==> config.mk <==
export PLATFORM = sky130hd
export DESIGN_NAME = clk_div_multi
export DESIGN_NICKNAME = d
export VERILOG_FILES = /design/src/rtl/clk_div_pkg.sv /design/src/rtl/clk_div_channel.sv /design/src/rtl/clk_div_multi.sv
export SDC_FILE = /design/constraint.sdc
export NUM_CORES = 1
export LEC_CHECK = 0
export BUFFER_PORTS_ARGS = -buffer_cell sky130_fd_sc_hd__buf_2
export CAP_MARGIN = 15
export CORE_ASPECT_RATIO = 1.2
export CORE_MARGIN = 3
export CORE_UTILIZATION = 40
export CTS_CLUSTER_DIAMETER = 100
export CTS_CLUSTER_SIZE = 40
export DETAILED_ROUTE_END_ITERATION = 7
export PLACE_DENSITY = 0.65
export SLEW_MARGIN = 20
export SYNTH_ARGS = -nofsm -noshare
export SYNTH_HDL_FRONTEND = slang
export SYNTH_HIERARCHICAL = 1
export SYNTH_SLANG_ARGS = --single-unit
==> constraint.sdc <==
create_clock -name clk -period 2.3 [get_ports clk]
set_input_delay 0.115 -clock clk [delete_from_list [all_inputs] [get_ports clk]]
set_output_delay 0.115 -clock clk [all_outputs]
set_load 0.05 [all_outputs]
==> src/rtl/clk_div_pkg.sv <==
// Shared definitions for the multi-channel clock divider.
//   DIV_W_DEF : default divisor width
//   half_hi   : number of high cycles for a divisor d, ceil(d/2)
//   ch_width  : channel-select width for a given channel count (minimum 1)
package clk_div_pkg;

  localparam int unsigned DIV_W_DEF = 8;

  // High-phase length of a period of d cycles.
  function automatic int unsigned half_hi(input int unsigned d);
    return (d + 32'd1) >> 1;
  endfunction

  // Select width; a single channel still needs a one-bit select port.
  function automatic int unsigned ch_width(input int unsigned n);
    return (n <= 32'd1) ? 32'd1 : 32'($clog2(n));
  endfunction

endpackage

==> src/rtl/clk_div_channel.sv <==
// One divider channel: period counter, active/pending divisor registers and
// registered outputs.
//   clk, rst     : clock, synchronous active-low reset
//   en           : count enable (0 freezes counter and outputs)
//   sync_clr     : restart this channel at the top of its period
//   wr, wr_div   : divisor write addressed to this channel
//   clk_out      : divided level, ceil(D/2) high then floor(D/2) low
//   tick         : strobe in the last cycle of each period
//   pending      : a written divisor waits for the next period boundary
module clk_div_channel
  import clk_div_pkg::*;
#(
  parameter int unsigned DIV_W   = DIV_W_DEF,
  parameter int unsigned DEF_DIV = 2
) (
  input  logic             clk,
  input  logic             rst,
  input  logic             en,
  input  logic             sync_clr,
  input  logic             wr,
  input  logic [DIV_W-1:0] wr_div,
  output logic             clk_out,
  output logic             tick,
  output logic             pending
);

  logic [DIV_W-1:0] cnt_q, cnt_d;
  logic [DIV_W-1:0] act_q, act_d;
  logic [DIV_W-1:0] pdiv_q, pdiv_d;
  logic             pend_q, pend_d;
  logic             clk_q, clk_d;
  logic             tick_q, tick_d;

  logic [DIV_W-1:0] last_c;
  logic [DIV_W-1:0] inc_c;
  logic [DIV_W-1:0] nd_c;
  logic             wrap_c;

  // Next-state logic; priority sync_clr > stopped > frozen > wrap > count.
  always_comb begin
    cnt_d  = cnt_q;
    act_d  = act_q;
    pdiv_d = pdiv_q;
    pend_d = pend_q;
    clk_d  = clk_q;
    tick_d = tick_q;
    last_c = act_q - DIV_W'(1);
    inc_c  = cnt_q + DIV_W'(1);
    nd_c   = act_q;
    // act_q==0 is excluded so last_c's underflow never matches.
    wrap_c = en && (act_q != '0) && (cnt_q == last_c);

    if (sync_clr) begin
      if (pend_q) begin
        nd_c = pdiv_q;
      end else if (wr) begin
        nd_c = wr_div;
      end
      act_d  = nd_c;
      cnt_d  = (nd_c == '0) ? '0 : nd_c - DIV_W'(1);
      pend_d = 1'b0;
      clk_d  = 1'b0;
      tick_d = 1'b0;
    end else if (act_q == '0) begin
      // Stopped channel: a nonzero write loads at once, parked on the
      // last count so the next enabled edge starts a fresh period.
      cnt_d = '0;
      if (wr && (wr_div != '0)) begin
        act_d = wr_div;
        cnt_d = wr_div - DIV_W'(1);
      end
      if (en) begin
        clk_d  = 1'b0;
        tick_d = 1'b0;
      end
    end else if (!en) begin
      if (wr) begin
        pdiv_d = wr_div;
        pend_d = 1'b1;
      end
    end else if (wrap_c) begin
      // Same-cycle write is newer than any pending value.
      if (wr) begin
        nd_c = wr_div;
      end else if (pend_q) begin
        nd_c = pdiv_q;
      end
      act_d  = nd_c;
      pend_d = 1'b0;
      cnt_d  = '0;
      clk_d  = (nd_c != '0);
      tick_d = (nd_c == DIV_W'(1));
    end else begin
      cnt_d  = inc_c;
      clk_d  = (32'(inc_c) < half_hi(32'(act_q)));
      tick_d = (inc_c == last_c);
      if (wr) begin
        pdiv_d = wr_div;
        pend_d = 1'b1;
      end
    end
  end

  // State and output registers.
  always_ff @(posedge clk) begin
    if (!rst) begin
      cnt_q  <= DIV_W'(DEF_DIV - 32'd1);
      act_q  <= DIV_W'(DEF_DIV);
      pdiv_q <= '0;
      pend_q <= 1'b0;
      clk_q  <= 1'b0;
      tick_q <= 1'b0;
    end else begin
      cnt_q  <= cnt_d;
      act_q  <= act_d;
      pdiv_q <= pdiv_d;
      pend_q <= pend_d;
      clk_q  <= clk_d;
      tick_q <= tick_d;
    end
  end

  assign clk_out = clk_q;
  assign tick    = tick_q;
  assign pending = pend_q;

endmodule

==> src/rtl/clk_div_multi.sv <==
// Multi-channel runtime-programmable integer clock divider.
//   clk, rst          : clock, synchronous active-low reset
//   en                : global count enable
//   sync_clr          : phase-align restart of all channels
//   wr_en/wr_ch/wr_div: divisor write; out-of-range channels are ignored
//   clk_out, tick     : per-channel divided level and period strobe
//   pending           : per-channel divisor-waiting flag
module clk_div_multi
  import clk_div_pkg::*;
#(
  parameter  int unsigned NUM_CH  = 4,
  parameter  int unsigned DIV_W   = DIV_W_DEF,
  parameter  int unsigned DEF_DIV = 2,
  localparam int unsigned CH_W    = ch_width(NUM_CH)
) (
  input  logic              clk,
  input  logic              rst,
  input  logic              en,
  input  logic              sync_clr,
  input  logic              wr_en,
  input  logic [CH_W-1:0]   wr_ch,
  input  logic [DIV_W-1:0]  wr_div,
  output logic [NUM_CH-1:0] clk_out,
  output logic [NUM_CH-1:0] tick,
  output logic [NUM_CH-1:0] pending
);

  logic [NUM_CH-1:0] wr_hit;

  for (genvar i = 0; i < NUM_CH; i++) begin : g_ch
    // Address decode; selects at or above NUM_CH match no channel.
    assign wr_hit[i] = wr_en && (32'(wr_ch) == 32'(i));

    clk_div_channel #(
      .DIV_W   (DIV_W),
      .DEF_DIV (DEF_DIV)
    ) u_ch (
      .clk      (clk),
      .rst      (rst),
      .en       (en),
      .sync_clr (sync_clr),
      .wr       (wr_hit[i]),
      .wr_div   (wr_div),
      .clk_out  (clk_out[i]),
      .tick     (tick[i]),
      .pending  (pending[i])
    );
  end

endmodule

==> metrics <==
run status=finished clean; Yosys top cell area share=19.0%; largest net degree at the start of global routing=roughly 120; I/O Buffers=26; leakage power=roughly 5.8 nW; fin crit period=between 2 and 2.5 ns; setup tns final=0 ns; count of different cell masters after synthesis=78; CP required=around 2.6 ns; Cell Area, Synth=11400 µm²; FFs w/ async S/R, synth=0%; clock sink count=108; Worst-path clk slew=~0.08 ns; nets=1670; CTS tree=done; critical path launch point type=register; Die Wd=160 µm; DR vias=11024; H-tree lvl count=3; pwr dens=519 nW/µm²; Ys Warns=6; root buf cell=clkbuf_16; Final Power=7.46 mW; syn nets=1493; Final setup viols=0; fmax=between 0.4 and 0.5 GHz; CTS Buf Count=9; worst rel slew slack=57.2%; total wire length=34700 µm; syn avg cell area=~8 µm²; worst skew pair latency=approximately 0.38 ns; VDD IR max=~0.00038 V; first-pass GRT wire length=55200 µm; layout overhead on the synthesized area=26.3%; Layout Skew=around 0.018 ns; die area=30500 µm²; cell taking the most area after synthesis=dfxtp_1; GRT overflow=0; Starting Density=40.6%; Slew Limit Fails=0; RSZ-0062 raised after global routing=yes; fillcell total=2650; Die Y=191 µm; Antenna Cells=0; synth top area cells=dfxtp_1 (19%), mux2i_1 (11%), xnor2_1 (8.2%); vias in the first global route=roughly 11000; final worst-path cycle share=99.2%; Rows=67; Critical Path AT=around 2.6 ns; Seq/Total Area, Yosys=19.0%; Final Hold Fails=0; Non-Filler Instances=1987; DRT iter0 DRCs=~660; flops & latches, synth=108; multi-input logic area=8990 µm²; Max clock buf depth=2; layout cell share with drive strength beyond 1=a little under a third; Gate Count Post-Synth=1426; vias per cell=5.55; Post-Place Worst Slack=-0.237 ns; setup ws final=0.0189 ns; antenna-violating nets left=0; GP Congestion=0.917; most common cell in the netlist=mux2i_1; drt first pass iters=5; kind of critical path=reg2reg; antenna violations before repair=1; I/O pin total=27; number of synthesized flops with an enable pin=0; Register Area=2230 µm²; Synth top cells by count=mux2i_1 (124), nand2_1 (116), dfxtp_1 (108), xnor2_1 (107), nor2_1 (83); Remaining DRCs=0; drt wl/cell=17.5 µm; max-cap viol count=0; total track usage=22.0%; Crit. End Element=register; CP max FO=8; worst slew pin tran=~0.63 ns; Synth Flop Type=dfxtp_1; Placed Cells=1955; Post-DP HPWL=26000 µm; Min-Delay Path Class=in2reg; core area=28000 µm²
## metrics by stage
| stage | cell area, µm² | util [%] | hold slack, ns |
|---|---|---|---|
| after floorplan | 11500 | - | 0.243 |
| after global placement | 13400 | 47.8 | 0.437 |
| after detailed placement | 13400 | 47.8 | 0.450 |
| after CTS | 13800 | 49.1 | 0.213 |
| after global routing | 14400 | 51.3 | 0.229 |
| final | 14400 | 51.3 | 0.218 |
## flip-flops by register name, indices dropped and copies added (netlist names)
| register | flops |
|---|---|
| g_ch.u_ch/pending | 4 |
| g_ch.u_ch/clk_out | 4 |
| g_ch.u_ch/act_q | 32 |
| g_ch.u_ch/tick | 4 |
| g_ch.u_ch/cnt_q | 32 |
| g_ch.u_ch/pdiv_q | 32 |
## cell usage in the layout (no fill, tap or decap), types with 39 or more instances in the layout
cell type,netlist,layout
a21oi_1,51,51
buf_4,7,238
dfxtp_1,108,76
ha_1,52,42
inv_1,47,41
mux2i_1,124,115
nand2_1,116,116
nand3_1,62,60
nor2_1,83,81
nor2b_1,51,49
nor3_1,43,39
o21ai_0,78,73
xnor2_1,107,101
xor2_1,65,58
## final timing paths
path / start / endpoint / slack [ns] / cells after the start
hold / removal: wr_div[2] / g_ch[3].u_ch/pdiv_q[2]$_SDFFE_PN0P_ / 0.22 / 3
hold reg to reg: g_ch[2].u_ch/tick$_SDFFE_PP0P_ / g_ch[2].u_ch/tick$_SDFFE_PP0P_ / 0.46 / 2
setup reg to reg: g_ch[3].u_ch/act_q[0]$_SDFFE_PN0P_ / g_ch[3].u_ch/cnt_q[1]$_SDFFE_PN0P_ / 0.02 / 10
setup / recovery: g_ch[3].u_ch/act_q[0]$_SDFFE_PN0P_ / g_ch[3].u_ch/cnt_q[1]$_SDFFE_PN0P_ / 0.02 / 10
## metal layers
layer | GRT usage (%) | routed length (µm) | vias to the layer above
li1 | - | - | 5428
met1 | 27.2 | 14900 | 5236
met2 | 38.9 | 17300 | 277
met3 | 2.37 | 1290 | 81
met4 | 8.81 | 1130 | 2
met5 | 0 | 7 | -
## where the power goes
group | internal [mW] | switching, mW
sequential | 2.01 | 0.239
clock | 0.758 | 0.808
combinational | 1.84 | 1.80
total | 4.61 | 2.85
## layout make-up
class / instances / area share (%)
Clock buffer: 10 / 1.59
Timing Repair Buffer: 281 / 15.4
Sequential cell: 108 / 15.5
Inverter: 47 / 1.23
Clock inverter: 6 / 0.383
Multi-Input combinational cell: 1156 / 62.6
Tap cell: 379 / 3.30
## critical path: stages (launching register included)
cell,delay [ns]
dfxtp_2,0.33
buf_6,0.15
mux2_2,0.29
mux2i_4,0.16
ha_2,0.21
o211ai_1,0.14
buf_4,0.19
o31ai_4,0.20
buf_4,0.19
o221ai_2,0.10
o221a_1,0.23
## kinds of logic (layout without fill, tap and decap cells)
logic type / count (synthesis) / in the layout / share of synthesized area (%)
and+or+nand+nor: 493 / 494 / 23.7
AOI/OAI and AO/OA: 275 / 275 / 15.8
xor gates and xnor gates: 178 / 178 / 14.4
buffers and inverters: 163 / 344 / 6.76
muxes: 157 / 157 / 14.6
DFF: 108 / 108 / 19.0
adders and majority gates: 52 / 52 / 5.72
## what timing repair did
item / in CTS / in global routing
gates resized for setup: 32 / 116
endpoints found under the setup margin: 74 / 92
pin swaps: 15 / 35
hold buffers: 0 / 0
cloned: 0 / 1
buffers inserted: 2 / 15
No activity file was read; power rests on OpenSTA's default activity.
